==> config.mk <==
export PLATFORM = sky130hd
export DESIGN_NAME = elevator_n
export DESIGN_NICKNAME = d
export VERILOG_FILES = /design/src/rtl/elevator_n.sv
export SDC_FILE = /design/constraint.sdc
export NUM_CORES = 1
export LEC_CHECK = 0
export CAP_MARGIN = 20
export CORE_ASPECT_RATIO = 1.75
export CORE_MARGIN = 8
export CORE_UTILIZATION = 50
export CTS_CLUSTER_SIZE = 30
export DETAILED_ROUTE_END_ITERATION = 10
export PLACE_DENSITY = 0.7
export SYNTH_ARGS = -nofsm -noshare
export SYNTH_HDL_FRONTEND = slang
export SYNTH_SLANG_ARGS = --single-unit
==> constraint.sdc <==
create_clock -name clk -period 4 [get_ports clk]
set_input_delay 1 -clock clk [delete_from_list [all_inputs] [get_ports clk]]
set_output_delay 1 -clock clk [all_outputs]
set_load 0.03 [all_outputs]
==> src/rtl/elevator_n.sv <==
// N-floor elevator controller: sticky hall/car calls, sweep-direction FSM, door timer.
// Optional macro ELEVATOR_DOOR_CLOSE_EN lets the door-close button cut the open time short.
module elevator_n #(
  parameter  int NUM_FLOORS  = 4,
  parameter  int DOOR_CYCLES = 8,
  localparam int FW          = $clog2(NUM_FLOORS)
) (
  input  logic                  clk,
  input  logic                  rst,
  input  logic [NUM_FLOORS-1:0] u_req,
  input  logic [NUM_FLOORS-1:0] d_req,
  input  logic [NUM_FLOORS-1:0] f_req,
  input  logic                  dc,
  input  logic [FW-1:0]         fs,
  input  logic                  fs_valid,
  output logic                  door,
  output logic [1:0]            dir,
  output logic [NUM_FLOORS-1:0] pending
);

  typedef enum logic [1:0] {IDLE, UP, DOWN, OPEN} state_t;

  localparam logic [1:0] DIR_STOP  = 2'b00;
  localparam logic [1:0] DIR_UP    = 2'b01;
  localparam logic [1:0] DIR_DN    = 2'b10;
  localparam logic [7:0] DOOR_LOAD = 8'(DOOR_CYCLES);

  function automatic logic any_above(input logic [NUM_FLOORS-1:0] v, input logic [FW-1:0] f);
    logic r;
    r = 1'b0;
    for (int i = 0; i < NUM_FLOORS; i++) if (i > int'(f)) r |= v[i];
    return r;
  endfunction

  function automatic logic any_below(input logic [NUM_FLOORS-1:0] v, input logic [FW-1:0] f);
    logic r;
    r = 1'b0;
    for (int i = 0; i < NUM_FLOORS; i++) if (i < int'(f)) r |= v[i];
    return r;
  endfunction

  function automatic logic bit_at(input logic [NUM_FLOORS-1:0] v, input logic [FW-1:0] f);
    logic r;
    r = 1'b0;
    for (int i = 0; i < NUM_FLOORS; i++) if (i == int'(f)) r = v[i];
    return r;
  endfunction

  function automatic logic [NUM_FLOORS-1:0] onehot(input logic [FW-1:0] f);
    logic [NUM_FLOORS-1:0] r;
    for (int i = 0; i < NUM_FLOORS; i++) r[i] = (i == int'(f));
    return r;
  endfunction

  state_t                state;
  logic                  run;
  logic                  sweep_up;
  logic [7:0]            timer;
  logic [FW-1:0]         cur;
  logic [NUM_FLOORS-1:0] up_q, dn_q, car_q;

  logic [NUM_FLOORS-1:0] calls, u_eff, d_eff;
  logic [NUM_FLOORS-1:0] ent_mask, cur_mask, clr_up, clr_dn, clr_car, srv_up, srv_dn, srv_car;
  logic [NUM_FLOORS-1:0] up_n, dn_n, car_n;
  logic [FW-1:0]         open_floor;
  logic                  fs_ok, enter_open, open_up, go_up, go_dn, ent_beyond;
  logic                  more_ahead, more_behind, new_hit, expire;

`ifndef ELEVATOR_DOOR_CLOSE_EN
  logic unused_dc;
  assign unused_dc = dc;
`endif

  // NOTE: every always_comb output gets a default first so no path leaves it
  // unassigned, which would otherwise infer a latch.
  always_comb begin
    calls           = up_q | dn_q | car_q;
    u_eff           = u_req;
    u_eff[NUM_FLOORS-1] = 1'b0;
    d_eff           = d_req;
    d_eff[0]        = 1'b0;
    fs_ok           = fs_valid && (int'(fs) < NUM_FLOORS);

    enter_open = 1'b0;
    open_up    = sweep_up;
    open_floor = cur;
    go_up      = 1'b0;
    go_dn      = 1'b0;
    case (state)
      IDLE: begin
        if (bit_at(calls, cur)) begin
          enter_open = 1'b1;
          if (bit_at(up_q, cur))      open_up = 1'b1;
          else if (bit_at(dn_q, cur)) open_up = 1'b0;
        end else if (any_above(calls, cur)) begin
          go_up = 1'b1;
        end else if (any_below(calls, cur)) begin
          go_dn = 1'b1;
        end
      end
      UP: begin
        if (fs_ok && (bit_at(car_q | up_q, fs) || !any_above(calls, fs) ||
                      int'(fs) == NUM_FLOORS - 1)) begin
          enter_open = 1'b1;
          open_up    = 1'b1;
          open_floor = fs;
        end
      end
      DOWN: begin
        if (fs_ok && (bit_at(car_q | dn_q, fs) || !any_below(calls, fs) || int'(fs) == 0)) begin
          enter_open = 1'b1;
          open_up    = 1'b0;
          open_floor = fs;
        end
      end
      default: ;
    endcase
  end

  // Service masks: one-shot clear when the door opens, continuous clear at cur while open.
  always_comb begin
    ent_mask   = onehot(open_floor);
    ent_beyond = open_up ? any_above(calls, open_floor) : any_below(calls, open_floor);
    clr_car    = enter_open ? ent_mask : '0;
    clr_up     = (enter_open && (open_up || !ent_beyond)) ? ent_mask : '0;
    clr_dn     = (enter_open && (!open_up || !ent_beyond)) ? ent_mask : '0;

    more_ahead  = sweep_up ? any_above(calls, cur) : any_below(calls, cur);
    more_behind = sweep_up ? any_below(calls, cur) : any_above(calls, cur);
    cur_mask    = onehot(cur);
    srv_car     = (state == OPEN) ? cur_mask : '0;
    srv_up      = (state == OPEN && (sweep_up || !more_ahead)) ? cur_mask : '0;
    srv_dn      = (state == OPEN && (!sweep_up || !more_ahead)) ? cur_mask : '0;
    new_hit     = |((f_req & srv_car) | (u_eff & srv_up) | (d_eff & srv_dn));

    expire = (timer <= 8'd1);
`ifdef ELEVATOR_DOOR_CLOSE_EN
    if (dc && int'(timer) <= DOOR_CYCLES - 2) expire = 1'b1;
`endif

    // A fresh request beats the entry clear; the open-door clear beats everything.
    up_n  = ((up_q  & ~clr_up)  | u_eff) & ~srv_up;
    dn_n  = ((dn_q  & ~clr_dn)  | d_eff) & ~srv_dn;
    car_n = ((car_q & ~clr_car) | f_req) & ~srv_car;
  end

  // Reset release is retimed by one flop; state first evaluates on the second edge.
  always_ff @(posedge clk or negedge rst) begin
    if (!rst) run <= 1'b0;
    else      run <= 1'b1;
  end

  // NOTE: sequential state uses non-blocking assignments so every flop samples
  // pre-edge values regardless of statement order.
  always_ff @(posedge clk or negedge rst) begin
    if (!rst) begin
      up_q    <= '0;
      dn_q    <= '0;
      car_q   <= '0;
      pending <= '0;
      cur     <= '0;
    end else if (run) begin
      up_q    <= up_n;
      dn_q    <= dn_n;
      car_q   <= car_n;
      pending <= up_n | dn_n | car_n;
      if (fs_ok) cur <= fs;
    end
  end

  always_ff @(posedge clk or negedge rst) begin
    if (!rst) begin
      state    <= IDLE;
      door     <= 1'b0;
      dir      <= DIR_STOP;
      timer    <= '0;
      sweep_up <= 1'b1;
    end else if (run) begin
      case (state)
        IDLE: begin
          if (enter_open) begin
            state    <= OPEN;
            door     <= 1'b1;
            timer    <= DOOR_LOAD;
            sweep_up <= open_up;
          end else if (go_up) begin
            state    <= UP;
            dir      <= DIR_UP;
            sweep_up <= 1'b1;
          end else if (go_dn) begin
            state    <= DOWN;
            dir      <= DIR_DN;
            sweep_up <= 1'b0;
          end
        end
        UP, DOWN: begin
          if (enter_open) begin
            state <= OPEN;
            door  <= 1'b1;
            dir   <= DIR_STOP;
            timer <= DOOR_LOAD;
          end
        end
        OPEN: begin
          if (new_hit) begin
            timer <= DOOR_LOAD;
          end else if (expire) begin
            door  <= 1'b0;
            timer <= '0;
            if (more_ahead) begin
              state <= sweep_up ? UP : DOWN;
              dir   <= sweep_up ? DIR_UP : DIR_DN;
            end else if (more_behind) begin
              state    <= sweep_up ? DOWN : UP;
              dir      <= sweep_up ? DIR_DN : DIR_UP;
              sweep_up <= !sweep_up;
            end else begin
              state <= IDLE;
            end
          end else begin
            timer <= timer - 8'd1;
          end
        end
        default: state <= IDLE;
      endcase
    end
  end

endmodule

==> summary.md <==
| Metric | Value |
|---|---|
| Outcome | `finished clean` |
| Mapped cell area | `0.002710 mm2` |
| Std-Cell Rows | `35` |
| Vias | `2629` |
| Avg WL per Cell | `between 15 and 20 um` |
| Crit path capture | `timer[7]` |
| Post-CTS Setup Bufs | `0` |
| Tot GR Track Use | `between 10% and 20%` |
| HP Class | `flip-flop to flip-flop` |
| Critical Path RT | `4.18 ns` |
| Total CTS buffers | `5` |
| Core area | `0.005255 mm2` |
| Slew HR | `roughly half` |
| Die Wd | `between 70 and 80 um` |
| Layout area overhead | `13.07%` |
| Yosys cell types | `75` |
| Cell area after placement | `0.002978 mm2` |
| Largest net degree at the start of global routing | `21` |
| Final instance area | `0.003064 mm2` |
| Synthesized Nets | `340` |
| Clk pin slew, worst setup/hold paths | `0.08 ns` |
| Final core occ | `58.31%` |
| PwrDens | `706.8 mW/mm2` |
| Register Area | `827.0 um2` |
| Worst path arrival time | `around 3.8 ns` |
| 1st-iter DRT viols | `242` |
| Routed vias/inst | `6.656` |
| Critical path fanouts, max | `17` |
| Setup CP Type | `flip-flop to flip-flop` |
| Main flop type after synthesis | `dfrtp_1` |
| Hold Path Cell Cnt | `1` |
| CTS tree | `yes` |
| Register area share after synthesis | `30.52%` |
| Setup Skew | `0.01066 ns` |
| Starting Density | `51.57%` |
| Footprint of the multi-input gates | `0.001673 mm2` |
| H-tree depth | `2` |
| Fillers | `485` |
| Hpwl dp | `about 6000 um` |
| DRT antenna net count | `0` |
| FF-to-FF End | `timer[7]` |
| CP Launch Type | `flip-flop` |
| I/O pins | `25` |
| Synthesized area per cell | `around 8.6 um2` |
| Final TNS setup | `0 ns` |
| R2r startpoint | `cur[1]` |
| Hold_buf cts | `0` |
| Cell depth of the worst flop-to-flop path | `12` |
| EDFF count, synth | `0` |
| Yosys reg bits | `33` |
| Drt total wl | `7634 um` |
| Yosys warning total | `0` |
| Gate Count Post-Synth | `315` |
| CP Capture Type | `flip-flop` |
| Slew Viols, Final | `0` |
| Worst-Skew Late Latency | `0.30 ns` |
| Flop2flop setup slack | `roughly 0.4 ns` |
| RSZ-0062 raised after global routing | `false` |
| Layout cells sized above 1 | `~15%` |
| Full die area | `0.008124 mm2` |
| Leakage power | `1.238 nW` |
| Fmax | `277.7 MHz` |
| Tmin final | `3.601 ns` |
| DIE HEIGHT | `roughly 110 um` |
| N_diodes | `0` |
| Fin. Hold Viols | `0` |
| Period Utilization, post-route | `90.03%` |
| Critical path origin | `cur[1]` |
| Drt pass-1 iters | `5` |
| Cts repair resizes | `0` |
| Nets | `364` |
| Worst vdd ir | `about 0.37 mV` |
| Vias in the first global route | `2631` |
| Setup Viol. Count Final | `0` |
| First-pass GRT wire length | `12740 um` |
| Asr flop ratio synth | `100.0%` |
| Root buffer cell | `clkbuf_8` |
| GPL Wtd Cong | `0.9650` |
| Worst Max-Slew Pin Slew | `0.7618 ns` |
| DRC Markers | `0` |
| Maxcap violations | `0` |
| Clk sinks | `33` |
| Initial antenna violation count | `0` |
| Final Hold Slack | `0.5138 ns` |
| Total gr overflow | `0` |
| Buffers on Ports | `21` |
| Clk buf depth | `2` |
-- stage by stage --
step,cells,worst slack (ns),power (mW)
2_1_floorplan,315,0.9182,1.503
3_3_place_gp,387,0.1776,1.869
3_5_place_dp,387,0.1499,1.890
4_1_cts,395,0.4746,2.154
5_1_grt,395,0.1640,2.330
6_report,395,0.3987,2.166
-- placed cells by master (no fill, tap or decap), types with 3 or more instances in the layout --
master	instances
a211oi_1	3
a21o_1	4
a21oi_1	20
a311oi_1	4
a31oi_1	5
buf_4	15
clkbuf_8	5
clkdlybuf4s50_1	21
dfrtp_1	32
ha_1	7
inv_1	23
mux2_2	7
mux2i_1	5
nand2_1	23
nand2b_1	5
nand3_1	7
nand4_1	3
nor2_1	18
nor3_1	9
nor4_1	3
o21a_1	5
o21ai_0	32
o22ai_1	5
o2bb2ai_1	3
o31a_1	3
o31ai_1	5
or3_1	6
-- worst min path at each step --
stage | from | end | slack, ns
after floorplan | timer[6] | timer[7] | 0.47
after detailed placement | pending[2] | pending[2] | 0.50
final | dir[1] | dir[1] | 0.51
after CTS | pending[2] | pending[2] | 0.52
after global routing | dir[1] | dir[1] | 0.54
after global placement | timer[7] | timer[7] | 0.49
-- worst max-delay path: stages, from the launching register on --
cell and delay, ns:
dfrtp_1 0.71, o31a_1 0.22, o21ai_0 0.14, and2_1 0.25, mux2i_1 0.15, ha_1 0.26, inv_1 0.12, a21oi_1 0.17
o22ai_1 0.14, a2111o_1 0.41, nand2b_1 0.26, or2_1 0.34, o41ai_1 0.29
-- Yosys cell counts, types with 3 or more instances --
cell type	n	share of area, %
mux2i_1	5	1.8
o31ai_1	5	1.4
o31a_1	3	0.97
buf_6	4	1.7
nor4_1	3	0.69
a31oi_1	5	1.2
a21o_1	4	1.1
a211oi_1	3	0.83
nand2b_1	5	1.2
ha_1	7	3.2
or3_1	6	1.4
nand2_1	23	3.2
o21a_1	5	1.4
dfrtp_1	32	30
o21ai_0	32	5.9
nor2_1	18	2.5
a21oi_1	20	3.7
nand4_1	3	0.69
a311oi_1	4	1.3
clkbuf_1	5	0.69
buf_2	6	1.1
o22ai_1	5	1.2
inv_1	23	3.2
nand3_1	7	1.3
nor3_1	9	1.7
mux2_2	7	2.9
o2bb2ai_1	3	0.97
-- state kept, by name (all words and copies together) (netlist names) --
name,count
dir,2
timer,8
cur,2
state,2
run,1
dn_q,4
door,1
car_q,4
sweep_up,1
up_q,4
pending,4
-- report_power, final --
| group | internal [mW] | leakage (nW) | switching (mW) |
|---|---|---|---|
| clock | 0.120 | 0.0439 | 0.142 |
| sequential | 0.447 | 0.369 | 0.170 |
| combinational | 0.537 | 0.825 | 0.749 |
| total | 1.10 | 1.24 | 1.06 |
-- metal layers --
layer	global-route usage (%)	wire length (um)	vias to the layer above
li1	-	-	1241
met1	20.49	2941	1270
met2	35.15	4012	86
met3	3.339	297	32
met4	12.07	383	0
met5	0	0	-
-- area by class of cell --
cell class                      count  area share, %
Multi-Input combinational cell    240          54.59
Sequential cell                    33          26.99
Timing Repair Buffer               36          10.53
Inverter                           23          2.817
Clock buffer                        5          2.246
Tap cell                           55          2.246
Clock inverter                      3         0.5717
-- logic make-up after synthesis --
family                   count (synthesis)  synth area share [%]
AO/OA/AOI/OAI                          128                 35.23
AND/OR/NAND/NOR                         92                 18.38
buffers and inverters                   42                 7.756
flip-flops                              33                 30.52
multiplexers                            12                 4.756
adder cells (fa/ha/maj)                  7                 3.232
other                                    1                0.1384
(Power assumes the default switching activity.)
